File: src/rtl/icache_ctrl_if.sv
// CPU fetch port and instruction-memory line port of icache_ctrl.
// slave = cache side, master = CPU plus instruction memory side.
interface icache_ctrl_if #(
  parameter int ADDR_BITS = 10
);
  // CPU port: INSTRUCTION is valid in any cycle where BUSYWAIT=0.
  // Memory port: MEM_READ/MEM_ADDRESS hold steady until a posedge samples
  // MEM_BUSYWAIT=0; MEM_READDATA is taken on that same edge.
  logic [31:0]          PC;
  logic [31:0]          INSTRUCTION;
  logic                 BUSYWAIT;
  logic                 MEM_READ;
  logic [ADDR_BITS-5:0] MEM_ADDRESS;
  logic [127:0]         MEM_READDATA;
  logic                 MEM_BUSYWAIT;

  modport slave (
    input  PC, MEM_READDATA, MEM_BUSYWAIT,
    output INSTRUCTION, BUSYWAIT, MEM_READ, MEM_ADDRESS
  );

  modport master (
    output PC, MEM_READDATA, MEM_BUSYWAIT,
    input  INSTRUCTION, BUSYWAIT, MEM_READ, MEM_ADDRESS
  );
endinterface

File: src/rtl/icache_ctrl.sv
// Direct-mapped read-only instruction cache, 4-word lines, single outstanding fill.
// Optional hit/miss counters are built when ICACHE_STATS_EN is defined.
module icache_ctrl #(
  parameter int ADDR_BITS  = 10,
  parameter int INDEX_BITS = 3
) (
  input  logic         CLK,
  input  logic         RESET,
  icache_ctrl_if.slave bus,
  output logic [1:0]   state_dbg
`ifdef ICACHE_STATS_EN
  ,
  output logic [15:0]  HIT_COUNT,
  output logic [15:0]  MISS_COUNT
`endif
);
  localparam int LINES     = 1 << INDEX_BITS;
  localparam int TAG_BITS  = ADDR_BITS - 4 - INDEX_BITS;
  localparam int LINE_BITS = ADDR_BITS - 4;

  localparam logic [1:0] S_IDLE  = 2'd0;
  localparam logic [1:0] S_FETCH = 2'd1;
  localparam logic [1:0] S_FILL  = 2'd2;

  logic [1:0]            state_q;
  logic [LINE_BITS-1:0]  line_q;
  logic [LINES-1:0]      valid_q;
  logic [TAG_BITS-1:0]   tag_q  [LINES];
  logic [127:0]          data_q [LINES];

  logic [INDEX_BITS-1:0] pc_index;
  logic [TAG_BITS-1:0]   pc_tag;
  logic [INDEX_BITS-1:0] fill_index;
  logic                  hit;
  logic                  busy;
  logic                  fill_fire;
  logic [127:0]          pc_line;
  logic [31:0]           pc_word;
  logic                  pc_unused;

  assign pc_index   = bus.PC[3+INDEX_BITS:4];
  assign pc_tag     = bus.PC[ADDR_BITS-1:4+INDEX_BITS];
  assign pc_unused  = ^{bus.PC[31:ADDR_BITS], bus.PC[1:0]};
  assign fill_index = line_q[INDEX_BITS-1:0];
  assign pc_line    = data_q[pc_index];
  assign hit        = valid_q[pc_index] && (tag_q[pc_index] == pc_tag);
  assign busy       = (state_q != S_IDLE) || !hit;
  assign fill_fire  = (state_q == S_FETCH) && !bus.MEM_BUSYWAIT && !RESET;

  always_comb begin
    pc_word = pc_line[31:0];
    case (bus.PC[3:2])
      2'd1:    pc_word = pc_line[63:32];
      2'd2:    pc_word = pc_line[95:64];
      2'd3:    pc_word = pc_line[127:96];
      default: pc_word = pc_line[31:0];
    endcase
  end

  // Reset wins over every transition, which also drops a pending fill.
  always_ff @(posedge CLK) begin
    if (RESET) begin
      state_q <= S_IDLE;
      line_q  <= '0;
      valid_q <= '0;
    end else begin
      case (state_q)
        S_IDLE: begin
          if (!hit) begin
            state_q <= S_FETCH;
            line_q  <= {pc_tag, pc_index};
          end
        end
        S_FETCH: begin
          if (!bus.MEM_BUSYWAIT) begin
            state_q             <= S_FILL;
            valid_q[fill_index] <= 1'b1;
          end
        end
        S_FILL:  state_q <= S_IDLE;
        default: state_q <= S_IDLE;
      endcase
    end
  end

  always_ff @(posedge CLK) begin
    if (fill_fire) begin
      data_q[fill_index] <= bus.MEM_READDATA;
      tag_q[fill_index]  <= line_q[LINE_BITS-1:INDEX_BITS];
    end
  end

  // Data array is not reset, so the word is forced to zero whenever stalled.
  assign bus.INSTRUCTION = busy ? 32'h0 : pc_word;
  assign bus.BUSYWAIT    = busy;
  assign bus.MEM_READ    = (state_q == S_FETCH) && !RESET;
  assign bus.MEM_ADDRESS = line_q;
  assign state_dbg       = state_q;

`ifdef ICACHE_STATS_EN
  logic [15:0] hit_cnt_q;
  logic [15:0] miss_cnt_q;

  always_ff @(posedge CLK) begin
    if (RESET) begin
      hit_cnt_q  <= '0;
      miss_cnt_q <= '0;
    end else if (state_q == S_IDLE) begin
      if (hit && (hit_cnt_q != 16'hFFFF)) hit_cnt_q <= hit_cnt_q + 16'd1;
      if (!hit && (miss_cnt_q != 16'hFFFF)) miss_cnt_q <= miss_cnt_q + 16'd1;
    end
  end

  assign HIT_COUNT  = hit_cnt_q;
  assign MISS_COUNT = miss_cnt_q;
`endif
endmodule

File: src/flat_wrapper.sv
// flat-port wrapper written by rule: the top's interface ports become plain ports
module icache_ctrl_flat 
#(
  parameter int ADDR_BITS  = 10,
  parameter int INDEX_BITS = 3
)
  (CLK, RESET, state_dbg, bus_PC, bus_MEM_READDATA, bus_MEM_BUSYWAIT, bus_INSTRUCTION, bus_BUSYWAIT, bus_MEM_READ, bus_MEM_ADDRESS);
  icache_ctrl_if #(.ADDR_BITS(ADDR_BITS)) bus_i ();
  input  logic CLK;
  input  logic RESET;
  output logic [1:0] state_dbg;
  input wire logic [$bits(bus_i.PC)-1:0] bus_PC;
  input wire logic [$bits(bus_i.MEM_READDATA)-1:0] bus_MEM_READDATA;
  input wire logic [$bits(bus_i.MEM_BUSYWAIT)-1:0] bus_MEM_BUSYWAIT;
  output wire logic [$bits(bus_i.INSTRUCTION)-1:0] bus_INSTRUCTION;
  output wire logic [$bits(bus_i.BUSYWAIT)-1:0] bus_BUSYWAIT;
  output wire logic [$bits(bus_i.MEM_READ)-1:0] bus_MEM_READ;
  output wire logic [$bits(bus_i.MEM_ADDRESS)-1:0] bus_MEM_ADDRESS;
  assign bus_i.PC = bus_PC;
  assign bus_i.MEM_READDATA = bus_MEM_READDATA;
  assign bus_i.MEM_BUSYWAIT = bus_MEM_BUSYWAIT;
  assign bus_INSTRUCTION = bus_i.INSTRUCTION;
  assign bus_BUSYWAIT = bus_i.BUSYWAIT;
  assign bus_MEM_READ = bus_i.MEM_READ;
  assign bus_MEM_ADDRESS = bus_i.MEM_ADDRESS;
  icache_ctrl #(.ADDR_BITS(ADDR_BITS), .INDEX_BITS(INDEX_BITS)) u_core (.CLK(CLK), .RESET(RESET), .bus(bus_i), .state_dbg(state_dbg));
endmodule
File: config.mk
export PLATFORM = sky130hd
export DESIGN_NAME = icache_ctrl_flat
export DESIGN_NICKNAME = d
export VERILOG_FILES = /design/src/rtl/icache_ctrl_if.sv /design/src/rtl/icache_ctrl.sv /design/src/flat_wrapper.sv
export SDC_FILE = /design/constraint.sdc
export NUM_CORES = 1
export LEC_CHECK = 0
export ABC_CLOCK_PERIOD_IN_PS = 12900
export BUFFER_PORTS_ARGS = -buffer_cell sky130_fd_sc_hd__buf_4
export CAP_MARGIN = 5
export CORE_UTILIZATION = 50
export CTS_CLUSTER_DIAMETER = 200
export CTS_CLUSTER_SIZE = 30
export DETAILED_ROUTE_END_ITERATION = 16
export HOLD_SLACK_MARGIN = 0.03
export PLACE_DENSITY = 0.66
export RECOVER_POWER = 50
export SYNTH_ARGS = -nofsm -noshare
export SYNTH_HDL_FRONTEND = slang
export SYNTH_SLANG_ARGS = --single-unit
File: constraint.sdc
create_clock -name CLK -period 12.9 [get_ports CLK]
set_clock_uncertainty 0.05 [all_clocks]
set_input_delay 1.935 -clock CLK [delete_from_list [all_inputs] [get_ports CLK]]
set_output_delay 1.935 -clock CLK [all_outputs]
set_load 0.005 [all_outputs]
==> flow_metrics.tcl <==
set metrics [dict create \
    grt_pass1_vias 18140 \
    finalNetCount 1934 \
    ios 205 \
    yosys.area.top_type "edfxtp_1" \
    cts_htree_levels 2 \
    rsz0062_at_grt "no" \
    final.setup.tns_ns 0 \
    grt_pass1_wl_um 123300 \
    gp_congestion 0.7204 \
    cp_max_fo 68 \
    critical_path_class "in2out" \
    cts.clk_slew.worst_paths_ns 0.11 \
    start_kind "input port" \
    cts_hold_buf 0 \
    leakage_uw 0.01324 \
    ys_seq_area_share_pct 78.55 \
    synth_cell_types 23 \
    syn-cell-area_um2 40470 \
    violations "capacitance limit, slew limit" \
    worst-r2r-setup-slack_ns 7.68 \
    drcViolationCount 0 \
    clockRootBuffer "clkbuf_16" \
    end_kind "output port" \
    whs_path_depth 1 \
    hp-start "u_core.valid_q[4]" \
    numCtsBuffers 41 \
    ant_nets 0 \
    die_w_um 286.5 \
    drtPass1Iterations 5 \
    finalSetupViolations 0 \
    ctsResizeCount 0 \
    synthFlopType "edfxtp_1" \
    vias 17293 \
    slew_headroom_pct -107.1 \
    pre_cts_slack_ns 5.010 \
    hold_violations 0 \
    dieArea_um2 82090 \
    max_cap_viol_count 3 \
    antenna_found_initial 19 \
    synth.avg_cell_area_um2 25.23 \
    core_area_um2 79520 \
    status "complete, but fails checks" \
    powerDensity_nw_per_um2 131.4 \
    r2r_cells 6 \
    min_to "u_core.valid_q[4]" \
    yosys-top-cells-area "edfxtp_1, mux4_2, mux2i_1, dfxtp_1, buf_2" \
    slew_viol_final 93 \
    synth_nets 1767 \
    min_period_over_period_pct 60.43 \
    cts_tree "done" \
    grt_overflow_total 0 \
    worstMarginPinSlew_ns 3.106 \
    dpl.hpwl_um 46890 \
    crit_required_ns 10.91 \
    synth_top_area_share_pct 77.75 \
    ys_ff_latch 1064 \
    finalWirelength_um 84160 \
    cp.arrival_ns 5.81 \
    viasPerCell 6.108 \
    rows 103 \
    grtUsageTotal_pct 20.77 \
    dieHeight_um 286.5 \
    yosysWarnings 0 \
    rr_endpoint "u_core.data_q[4][91]" \
    utilization_pct 54.90 \
    post_cts_buffers 0 \
    layout_commonest_cell "edfxtp_1" \
    vdd_drop_max_v 0.0001109 \
    fmax_mhz 128.3 \
    clk_path_buf_depth 3 \
    hold_path.class "reg2reg" \
    worstReg2RegStart "u_core.state_dbg[0]" \
    cts.sinks 1064 \
    drive_above_1_share_pct 25.91 \
    n_fill_cell 5818 \
    min_period_ns 7.796 \
    finalPower_uw 5736 \
    clkLatencyLatePin_ns 0.61 \
    layout_common_cells "edfxtp_1, mux4_2, clkbuf_1" \
    synthesis.instances 1604 \
    port_buffers 180 \
    post_drt_wl_per_cell_um 29.73 \
    area_growth_pct 7.855 \
    start_util_pct 50.90 \
    first_iter_violations 1568 \
    setup_ws_ns 5.104 \
    async_reset_ff_share_pct 0 \
    synth_edf_count 1048 \
    grt_max_degree 139 \
]
-- state kept, by name, summed over array words and instances (netlist names) --
signal                  cells
u_core.state_dbg            2
u_core.data_q            1024
u_core.valid_q              8
u_core.tag_q               24
u_core.bus.MEM_ADDRESS      6
-- power by group --
group	switching (uW)	internal [uW]
clock	966	592
sequential	11.0	3830
combinational	196	144
-- routing by layer --
layer / vias to the layer above / global-route usage [%] / share of wire [%]
met5: - / 0 / 0.17
li1: 7228 / - / -
met3: 106 / 3.959 / 6.2
met2: 461 / 34.09 / 50
met1: 9474 / 29.44 / 41
met4: 24 / 4.225 / 1.9
-- Yosys cell counts (2+ instances only) --
library cell	number
a21o_1	8
mux2i_1	50
nor3_1	34
buf_2	46
mux4_2	325
buf_1	12
xor2_1	3
or2_2	2
nand2b_1	3
clkbuf_1	24
nand2_1	14
buf_6	5
edfxtp_1	1048
nor2_1	6
dfxtp_1	16
-- cell families after synthesis --
kind of cell	count (synthesis)	share of synthesized area [%]
AOI/OAI and AO/OA	10	0.2381
muxes	376	19.35
xor gates and xnor gates	3	0.06493
buffers and inverters	89	1.070
and+or+nand+nor	62	0.7327
DFF	1064	78.55
-- worst max-delay path by stage --
stage	from	end	slack [ns]	cells past startpoint
finish	bus_PC[4]	bus_INSTRUCTION[12]	5.10	8
detailed placement	bus_PC[4]	bus_INSTRUCTION[12]	5.01	8
global placement	bus_PC[4]	bus_INSTRUCTION[12]	4.99	8
global route	bus_PC[4]	bus_INSTRUCTION[12]	4.81	8
floorplan	RESET	u_core.data_q[0][0]	0.58	4
CTS	bus_PC[4]	bus_INSTRUCTION[12]	5.01	8
-- cell type report --
type | instances | area [um^2] | area share [%]
inverters | 1 | 3.754 | 0.008599
well taps | 1050 | 1314 | 3.010
clock buffers | 48 | 1052 | 2.411
flip-flops and latches | 1064 | 31790 | 72.83
diodes | 2 | 5.005 | 0.01146
clock inverters | 3 | 33.78 | 0.07739
repair buffers | 212 | 1156 | 2.648
multi-input cells | 451 | 8298 | 19.01
-- worst max-delay path, stage by stage --
cell and delay, ns:
buf_8 0.54, buf_4 0.66, buf_4 0.80, mux4_2 0.59
mux4_2 0.55, mux2i_1 0.30, nor3_1 0.11, buf_4 0.20
-- metrics by stage --
stage / instances / cell area [um^2] / hold slack, ns
finish: 2831 / 43650 / 0.4163
CTS: 2829 / 44150 / 0.4211
floorplan: 1604 / 40470 / 0.3711
detailed placement: 2778 / 43060 / 0.3931
global placement: 2778 / 43060 / 0.3774
global route: 2831 / 43650 / 0.4452
No activity file was read; power rests on OpenSTA's default activity.
